[config.mk]
export PLATFORM = sky130hd
export DESIGN_NAME = roach_reset_sequencer
export DESIGN_NICKNAME = d
export VERILOG_FILES = /design/src/rtl/roach_rst_pkg.sv /design/src/rtl/roach_sync2.sv /design/src/rtl/roach_reset_sequencer.sv
export SDC_FILE = /design/constraint.sdc
export NUM_CORES = 1
export LEC_CHECK = 0
export BUFFER_PORTS_ARGS = -buffer_cell sky130_fd_sc_hd__buf_2
export CORE_MARGIN = 2
export CORE_UTILIZATION = 59
export CTS_BUF_LIST = sky130_fd_sc_hd__clkbuf_8 sky130_fd_sc_hd__clkbuf_16
export DETAILED_ROUTE_END_ITERATION = 10
export GPL_TIMING_DRIVEN = 0
export PLACE_DENSITY = 0.8
export SYNTH_ARGS = -nofsm -noshare
export SYNTH_HDL_FRONTEND = slang
export SYNTH_SLANG_ARGS = --single-unit
[constraint.sdc]
create_clock -name sys_clk -period 2.9 [get_ports sys_clk]
set_clock_uncertainty 0.15 [all_clocks]
set_input_delay 0.725 -clock sys_clk [delete_from_list [all_inputs] [get_ports sys_clk]]
set_output_delay 0.725 -clock sys_clk [all_outputs]
set_load 0.01 [all_outputs]
[src/rtl/roach_rst_pkg.sv]
// rtl/roach_rst_pkg.sv - shared state encoding, counter sizing and saturation limits for the reset sequencer
package roach_rst_pkg;

  typedef enum logic [2:0] {
    WAIT_LOCK = 3'd0,
    IDLY_RST  = 3'd1,
    WAIT_RDY  = 3'd2,
    HOLD      = 3'd3,
    RUN       = 3'd4,
    FAULT     = 3'd5
  } state_e;

  localparam int RETRY_MAX_VAL = 15;
  localparam int LOSS_MAX_VAL  = 255;

  function automatic int cnt_width(input int a, input int b, input int c, input int d);
    int m;
    m = a;
    if (b > m) m = b;
    if (c > m) m = c;
    if (d > m) m = d;
    return $clog2(m) + 1;
  endfunction

endpackage

[src/rtl/roach_sync2.sv]
// rtl/roach_sync2.sv - two-flop synchroniser with asynchronous active-high reset
module roach_sync2 (
  input  logic clk,
  input  logic rst,
  input  logic d,
  output logic q
);

  logic meta_q, meta_d;
  logic sync_q, sync_d;

  always_comb begin
    meta_d = d;
    sync_d = meta_q;
  end

  always_ff @(posedge clk or posedge rst) begin
    if (rst) begin
      meta_q <= 1'b0;
      sync_q <= 1'b0;
    end else begin
      meta_q <= meta_d;
      sync_q <= sync_d;
    end
  end

  assign q = sync_q;

endmodule

[src/rtl/roach_reset_sequencer.sv]
// rtl/roach_reset_sequencer.sv - DCM lock / IDELAYCTRL calibration reset sequencer in the sys_clk domain
// Define ROACH_RST_AUX_LOCK_EN to also require the synchronised aux_clk_lock.
module roach_reset_sequencer #(
  parameter int LOCK_STABLE_CYCLES = 16,
  parameter int IDLY_RST_CYCLES    = 8,
  parameter int RDY_TIMEOUT        = 1024,
  parameter int MAX_RETRIES        = 3,
  parameter int HOLD_CYCLES        = 32
) (
  input  logic       sys_clk,
  input  logic       sys_rst,
  input  logic       sys_clk_lock,
  input  logic       aux_clk_lock,
  input  logic       idelay_rdy,
  input  logic       soft_rst_req,
  output logic       idelay_rst,
  output logic       user_rst,
  output logic       sys_ready,
  output logic       fault,
  output logic [3:0] retry_cnt,
  output logic [7:0] lock_loss_cnt
);

  import roach_rst_pkg::*;

  localparam int CW = cnt_width(LOCK_STABLE_CYCLES, IDLY_RST_CYCLES, RDY_TIMEOUT, HOLD_CYCLES);
  localparam logic [CW-1:0] LOCK_LOAD = CW'(LOCK_STABLE_CYCLES - 1);
  localparam logic [CW-1:0] IDLY_LOAD = CW'(IDLY_RST_CYCLES - 1);
  localparam logic [CW-1:0] RDY_LOAD  = CW'(RDY_TIMEOUT - 1);
  localparam logic [CW-1:0] HOLD_LOAD = CW'(HOLD_CYCLES - 1);
  localparam logic [CW-1:0] CNT_ONE   = CW'(1);
  localparam logic [3:0]    MAX_RETRY_CNT = 4'(MAX_RETRIES);
  localparam logic [3:0]    RETRY_SAT     = 4'(RETRY_MAX_VAL);
  localparam logic [7:0]    LOSS_SAT      = 8'(LOSS_MAX_VAL);

  logic sys_lock_s;
  logic rdy_s;
  logic lock_s;

  roach_sync2 u_sync_sys_lock (
    .clk (sys_clk),
    .rst (sys_rst),
    .d   (sys_clk_lock),
    .q   (sys_lock_s)
  );

  roach_sync2 u_sync_rdy (
    .clk (sys_clk),
    .rst (sys_rst),
    .d   (idelay_rdy),
    .q   (rdy_s)
  );

`ifdef ROACH_RST_AUX_LOCK_EN
  logic aux_lock_s;

  roach_sync2 u_sync_aux_lock (
    .clk (sys_clk),
    .rst (sys_rst),
    .d   (aux_clk_lock),
    .q   (aux_lock_s)
  );

  assign lock_s = sys_lock_s & aux_lock_s;
`else
  logic unused_aux_clk_lock;

  assign unused_aux_clk_lock = aux_clk_lock;
  assign lock_s = sys_lock_s;
`endif

  state_e        state_q, state_d;
  logic [CW-1:0] cnt_q, cnt_d;
  logic [3:0]    retry_q, retry_d;
  logic [7:0]    loss_q, loss_d;
  logic          idelay_rst_q, idelay_rst_d;
  logic          user_rst_q, user_rst_d;
  logic          sys_ready_q, sys_ready_d;
  logic          fault_q, fault_d;
  logic          enter;

  always_comb begin
    state_d = state_q;
    cnt_d   = cnt_q;
    retry_d = retry_q;
    loss_d  = loss_q;
    enter   = 1'b0;

    if (state_q == WAIT_LOCK) begin
      if (!lock_s) begin
        cnt_d = LOCK_LOAD;
      end else if (cnt_q == '0) begin
        state_d = IDLY_RST;
        enter   = 1'b1;
      end else begin
        cnt_d = cnt_q - CNT_ONE;
      end
    end else if (state_q == FAULT) begin
      if (soft_rst_req) begin
        state_d = WAIT_LOCK;
        retry_d = 4'd0;
        enter   = 1'b1;
      end
    end else if (!lock_s) begin
      state_d = WAIT_LOCK;
      retry_d = 4'd0;
      enter   = 1'b1;
      if (loss_q != LOSS_SAT) loss_d = loss_q + 8'd1;
    end else if (soft_rst_req) begin
      // a software request restarts calibration from a clean retry budget
      state_d = IDLY_RST;
      retry_d = 4'd0;
      enter   = 1'b1;
    end else begin
      case (state_q)
        IDLY_RST: begin
          if (cnt_q == '0) begin
            state_d = WAIT_RDY;
            enter   = 1'b1;
          end else begin
            cnt_d = cnt_q - CNT_ONE;
          end
        end
        WAIT_RDY: begin
          if (rdy_s) begin
            state_d = HOLD;
            enter   = 1'b1;
          end else if (cnt_q == '0) begin
            if (retry_q != RETRY_SAT) retry_d = retry_q + 4'd1;
            state_d = (retry_d < MAX_RETRY_CNT) ? IDLY_RST : FAULT;
            enter   = 1'b1;
          end else begin
            cnt_d = cnt_q - CNT_ONE;
          end
        end
        HOLD: begin
          if (!rdy_s) begin
            state_d = IDLY_RST;
            enter   = 1'b1;
          end else if (cnt_q == '0) begin
            state_d = RUN;
            enter   = 1'b1;
          end else begin
            cnt_d = cnt_q - CNT_ONE;
          end
        end
        RUN: begin
          if (!rdy_s) begin
            state_d = IDLY_RST;
            enter   = 1'b1;
          end
        end
        default: begin
        end
      endcase
    end

    if (enter) begin
      case (state_d)
        WAIT_LOCK: cnt_d = LOCK_LOAD;
        IDLY_RST:  cnt_d = IDLY_LOAD;
        WAIT_RDY:  cnt_d = RDY_LOAD;
        HOLD:      cnt_d = HOLD_LOAD;
        default:   cnt_d = '0;
      endcase
    end

    // outputs follow the next state so they change on the same edge as the state
    idelay_rst_d = (state_d == WAIT_LOCK) || (state_d == IDLY_RST);
    user_rst_d   = (state_d != RUN);
    sys_ready_d  = (state_d == RUN);
    fault_d      = (state_d == FAULT);
  end

  always_ff @(posedge sys_clk or posedge sys_rst) begin
    if (sys_rst) begin
      state_q      <= WAIT_LOCK;
      cnt_q        <= '0;
      retry_q      <= 4'd0;
      loss_q       <= 8'd0;
      idelay_rst_q <= 1'b1;
      user_rst_q   <= 1'b1;
      sys_ready_q  <= 1'b0;
      fault_q      <= 1'b0;
    end else begin
      state_q      <= state_d;
      cnt_q        <= cnt_d;
      retry_q      <= retry_d;
      loss_q       <= loss_d;
      idelay_rst_q <= idelay_rst_d;
      user_rst_q   <= user_rst_d;
      sys_ready_q  <= sys_ready_d;
      fault_q      <= fault_d;
    end
  end

  assign idelay_rst    = idelay_rst_q;
  assign user_rst      = user_rst_q;
  assign sys_ready     = sys_ready_q;
  assign fault         = fault_q;
  assign retry_cnt     = retry_q;
  assign lock_loss_cnt = loss_q;

endmodule

==> flow_results.xml <==
<?xml version="1.0" encoding="UTF-8"?>
<metrics>
  <group name="sta">
    <metric name="maxSlewHeadroom" unit="">0.618</metric>
    <metric name="final_min_period_over_clock_period" unit="">0.813</metric>
    <metric name="unrepaired_setup_endpoints_after_global_routing" unit="">false</metric>
    <metric name="worst_slack" unit="ps">543</metric>
    <metric name="worst-slew-pin-transition" unit="ps">566</metric>
    <metric name="finalHoldViolCount" unit="">0</metric>
    <metric name="pins_over_their_slew_limit" unit="">0</metric>
    <metric name="holdWs" unit="ps">204</metric>
    <metric name="timing.final.setup_violations" unit="">0</metric>
    <metric name="timing.final.crit_period" unit="ps">2360</metric>
    <metric name="maxClockFrequency" unit="MHz">424</metric>
    <metric name="totalNegativeSetupSlack" unit="ps">0</metric>
  </group>
  <group name="die">
    <metric name="fp.dieArea" unit="um2">4270</metric>
    <metric name="die_y" unit="um">65.3</metric>
    <metric name="rows" unit="">22</metric>
    <metric name="core" unit="um2">3630</metric>
    <metric name="top_level_ports" unit="">22</metric>
    <metric name="chipWidth" unit="um">65.3</metric>
    <metric name="start_util" unit="">0.611</metric>
  </group>
  <group name="worst_hold_path">
    <metric name="whs_path_depth" unit="">0</metric>
    <metric name="hold_path.startpoint" unit="">u_sync_rdy.meta_q</metric>
    <metric name="hold-path-endpoint" unit="">u_sync_rdy.q</metric>
    <metric name="hold_class" unit="">reg -&gt; reg</metric>
  </group>
  <group name="cts">
    <metric name="insertion_delay" unit="ps">300</metric>
    <metric name="count_of_buffers_added_by_post_cts_timing_repair_for_setup" unit="">0</metric>
    <metric name="htree_num_levels" unit="">2</metric>
    <metric name="postCtsResizedCells" unit="">0</metric>
    <metric name="cts-hold-fix-buffers" unit="">0</metric>
    <metric name="numClockSinks" unit="">34</metric>
    <metric name="clock_tree_buffer_depth" unit="">2</metric>
    <metric name="clock_tree_root_driver_cell" unit="">sky130_fd_sc_hd__clkbuf_8</metric>
    <metric name="numCtsBuffers" unit="">5</metric>
    <metric name="worst_setup_hold_path_clk_slew" unit="ps">70</metric>
    <metric name="cts_tree" unit="">built</metric>
  </group>
  <group name="grt">
    <metric name="grt_pass1_vias" unit="">1724</metric>
    <metric name="grt_use_total" unit="">0.258</metric>
    <metric name="initial_antenna_violation_count" unit="">0</metric>
    <metric name="first_pass_grt_wire_length" unit="um">8320</metric>
    <metric name="grt_max_degree" unit="">35</metric>
    <metric name="global_route.overflow_total" unit="">0</metric>
  </group>
  <group name="run_status">
    <metric name="status" unit="">complete, no violations</metric>
  </group>
  <group name="yosys">
    <metric name="yosys.cell_types.count" unit="">70</metric>
    <metric name="mapped_area" unit="um2">2220</metric>
    <metric name="synth_top_flop_cell" unit="">sky130_fd_sc_hd__dfrtp_1</metric>
    <metric name="postSynthRegisterBits" unit="">34</metric>
    <metric name="synthesis.yosys.warnings" unit="">0</metric>
    <metric name="post_synth.cell_area_avg" unit="um2">9.57</metric>
    <metric name="postSynthCellCount" unit="">232</metric>
    <metric name="syn-num-nets" unit="">241</metric>
    <metric name="synth_edf_count" unit="">0</metric>
    <metric name="seq_area_frac_synth" unit="">0.384</metric>
    <metric name="synth-async-reset-ratio" unit="">1.00</metric>
  </group>
  <group name="worst_setup_path">
    <metric name="r2r_start" unit="">cnt_q[0]</metric>
    <metric name="required" unit="ps">2960</metric>
    <metric name="family_with_the_most_delay_on_the_worst_path" unit="">compound AO/OA/AOI/OAI gates</metric>
    <metric name="ff2ff_path_depth" unit="">7</metric>
    <metric name="worstPathCellList" unit="">inv_1, ha_1, nor4b_2, nand3_1, o211ai_2, o221ai_1, a31oi_1</metric>
    <metric name="cp_slowest_stage_delay" unit="ps">510</metric>
    <metric name="cp_data_arrival_time" unit="ps">2420</metric>
    <metric name="crit_path_end_kind" unit="">flip-flop</metric>
    <metric name="ws_path_type" unit="">reg -&gt; reg</metric>
    <metric name="critical_path_maximum_fanout" unit="">6</metric>
    <metric name="reg2reg_setup_slack" unit="ps">540</metric>
    <metric name="cp_slowest_cell" unit="">sky130_fd_sc_hd__nor4b_2</metric>
    <metric name="crit_path_start_kind" unit="">flip-flop</metric>
    <metric name="path_buf_inv" unit="">1</metric>
    <metric name="r2r_end" unit="">cnt_q[2]</metric>
  </group>
  <group name="layout">
    <metric name="num-fill-cells" unit="">317</metric>
    <metric name="fin_nets" unit="">269</metric>
    <metric name="layout_common_cells" unit="">sky130_fd_sc_hd__dfrtp_1 (32), sky130_fd_sc_hd__buf_2 (26), sky130_fd_sc_hd__nand2_1 (23), sky130_fd_sc_hd__nor2_1 (14)</metric>
    <metric name="drive_above_1_share" unit="">0.261</metric>
    <metric name="final-seq-area" unit="um2">853</metric>
    <metric name="final_common_cell" unit="">sky130_fd_sc_hd__dfrtp_1</metric>
    <metric name="area_of_combinational_cells_with_multiple_inputs" unit="um2">1260</metric>
    <metric name="antenna_cells_inserted" unit="">0</metric>
    <metric name="syn2layout_area_growth" unit="%">12.7</metric>
  </group>
  <group name="power">
    <metric name="cellLeakagePower" unit="uW">0.00113</metric>
    <metric name="report.power.total" unit="uW">1060</metric>
    <metric name="vdd_ir_drop_max" unit="mV">0.380</metric>
    <metric name="cellPowerDensity" unit="nW/um2">422</metric>
  </group>
  <group name="routing">
    <metric name="drc" unit="">0</metric>
    <metric name="routed_wl" unit="um">4780</metric>
    <metric name="post_drt_via_cell_ratio" unit="">6.02</metric>
    <metric name="vias" unit="">1859</metric>
    <metric name="drt-pass1-iter-count" unit="">4</metric>
    <metric name="drt_iter0_drc" unit="">172</metric>
    <metric name="avgRoutedWirePerCell" unit="um">15.5</metric>
    <metric name="antenna_left" unit="">0</metric>
  </group>
  <group name="place">
    <metric name="dp_hpwl" unit="um">3410</metric>
    <metric name="detailedPlace.worstSlack" unit="ps">390</metric>
    <metric name="place_congestion" unit="">0.894</metric>
    <metric name="numPortBuffers" unit="">20</metric>
  </group>
  <group name="job">
    <metric name="timing.max_cap.violations" unit="">0</metric>
  </group>
</metrics>
## Yosys cell counts (2+ instances only)
cell,n,share of area
sky130_fd_sc_hd__o211ai_2,2,0.011
sky130_fd_sc_hd__o21ai_2,2,0.0079
sky130_fd_sc_hd__a21oi_1,9,0.020
sky130_fd_sc_hd__ha_1,3,0.017
sky130_fd_sc_hd__dfstp_2,2,0.024
sky130_fd_sc_hd__a41oi_1,3,0.012
sky130_fd_sc_hd__o21a_1,4,0.014
sky130_fd_sc_hd__o221ai_1,2,0.0079
sky130_fd_sc_hd__o22a_1,2,0.0079
sky130_fd_sc_hd__buf_2,6,0.014
sky130_fd_sc_hd__nand2_1,23,0.039
sky130_fd_sc_hd__nor2b_1,7,0.020
sky130_fd_sc_hd__and4_1,2,0.0079
sky130_fd_sc_hd__dfrtp_1,32,0.36
sky130_fd_sc_hd__nand3_1,6,0.014
sky130_fd_sc_hd__a31oi_1,7,0.020
sky130_fd_sc_hd__a21o_1,3,0.010
sky130_fd_sc_hd__and2_1,3,0.0085
sky130_fd_sc_hd__nand2b_1,3,0.0085
sky130_fd_sc_hd__o21ai_1,4,0.0090
sky130_fd_sc_hd__nand4_1,2,0.0056
sky130_fd_sc_hd__xor2_1,2,0.0079
sky130_fd_sc_hd__inv_1,12,0.020
sky130_fd_sc_hd__and3_1,5,0.014
sky130_fd_sc_hd__xnor2_1,5,0.020
sky130_fd_sc_hd__o31ai_1,4,0.014
sky130_fd_sc_hd__nor3b_1,4,0.014
sky130_fd_sc_hd__nor3_1,4,0.0090
sky130_fd_sc_hd__nor3_4,3,0.022
sky130_fd_sc_hd__nor2_1,14,0.024
sky130_fd_sc_hd__o21ai_0,11,0.025
sky130_fd_sc_hd__nor4b_2,2,0.014
sky130_fd_sc_hd__buf_4,2,0.0068
## cell type report
class / instances / share of cell area
multi-input cells: 176 / 0.504
plain buffers: 9 / 0.0225
clock inverters: 2 / 0.00500
clock buffers: 6 / 0.0330
flip-flops and latches: 34 / 0.341
repair buffers: 21 / 0.0510
inverters: 13 / 0.0195
well taps: 48 / 0.0240
## logic make-up after synthesis
family | share of synthesized area
and+or+nand+nor | 0.284
buffers and inverters | 0.0473
DFF | 0.384
AOI/OAI and AO/OA | 0.235
xor gates and xnor gates | 0.0276
muxes | 0.00507
adders and majority gates | 0.0169
## how the worst max path moves through the flow
stage               cells past startpoint  slack [ps]  endpoint          from
global route                            8         370  cnt_q[7]      cnt_q[0]
finish                                  7         540  cnt_q[2]      cnt_q[0]
detailed placement                      8         390  cnt_q[5]  soft_rst_req
floorplan                               7         650  cnt_q[5]  soft_rst_req
global placement                        8         410  cnt_q[5]  soft_rst_req
CTS                                     8         560  cnt_q[5]      cnt_q[0]
## where the power goes
part           internal [uW]  total, uW  switching (uW)
registers                500        532            32.2
clock network            191        372             181
logic                   62.9        151            88.0
## metal layers
layer  global-route usage  up-vias  part of all wire
met5                    0        -                 0
met4               0.0885        0             0.015
met3               0.0771        6             0.073
met2                0.370       61              0.45
met1                0.370      889              0.46
li1                     -      903                 -
## per-stage QoR
step,std cells,util,cell area (um2)
2_1_floorplan,232,-,2220
3_3_place_gp,300,0.655,2380
3_5_place_dp,300,0.655,2380
4_1_cts,308,0.681,2470
5_1_grt,309,0.689,2500
6_report,309,0.689,2500
## registers in the layout, summed over array words and instances (netlist names)
name and count:
user_rst 1, state_q 3, u_sync_sys_lock.meta_q 1, u_sync_rdy.q 1, u_sync_rdy.meta_q 1, idelay_rst 1, cnt_q 11, fault 1
lock_loss_cnt 8, retry_cnt 4, u_sync_sys_lock.q 1, sys_ready 1
Power figures use the tool's default switching activity.
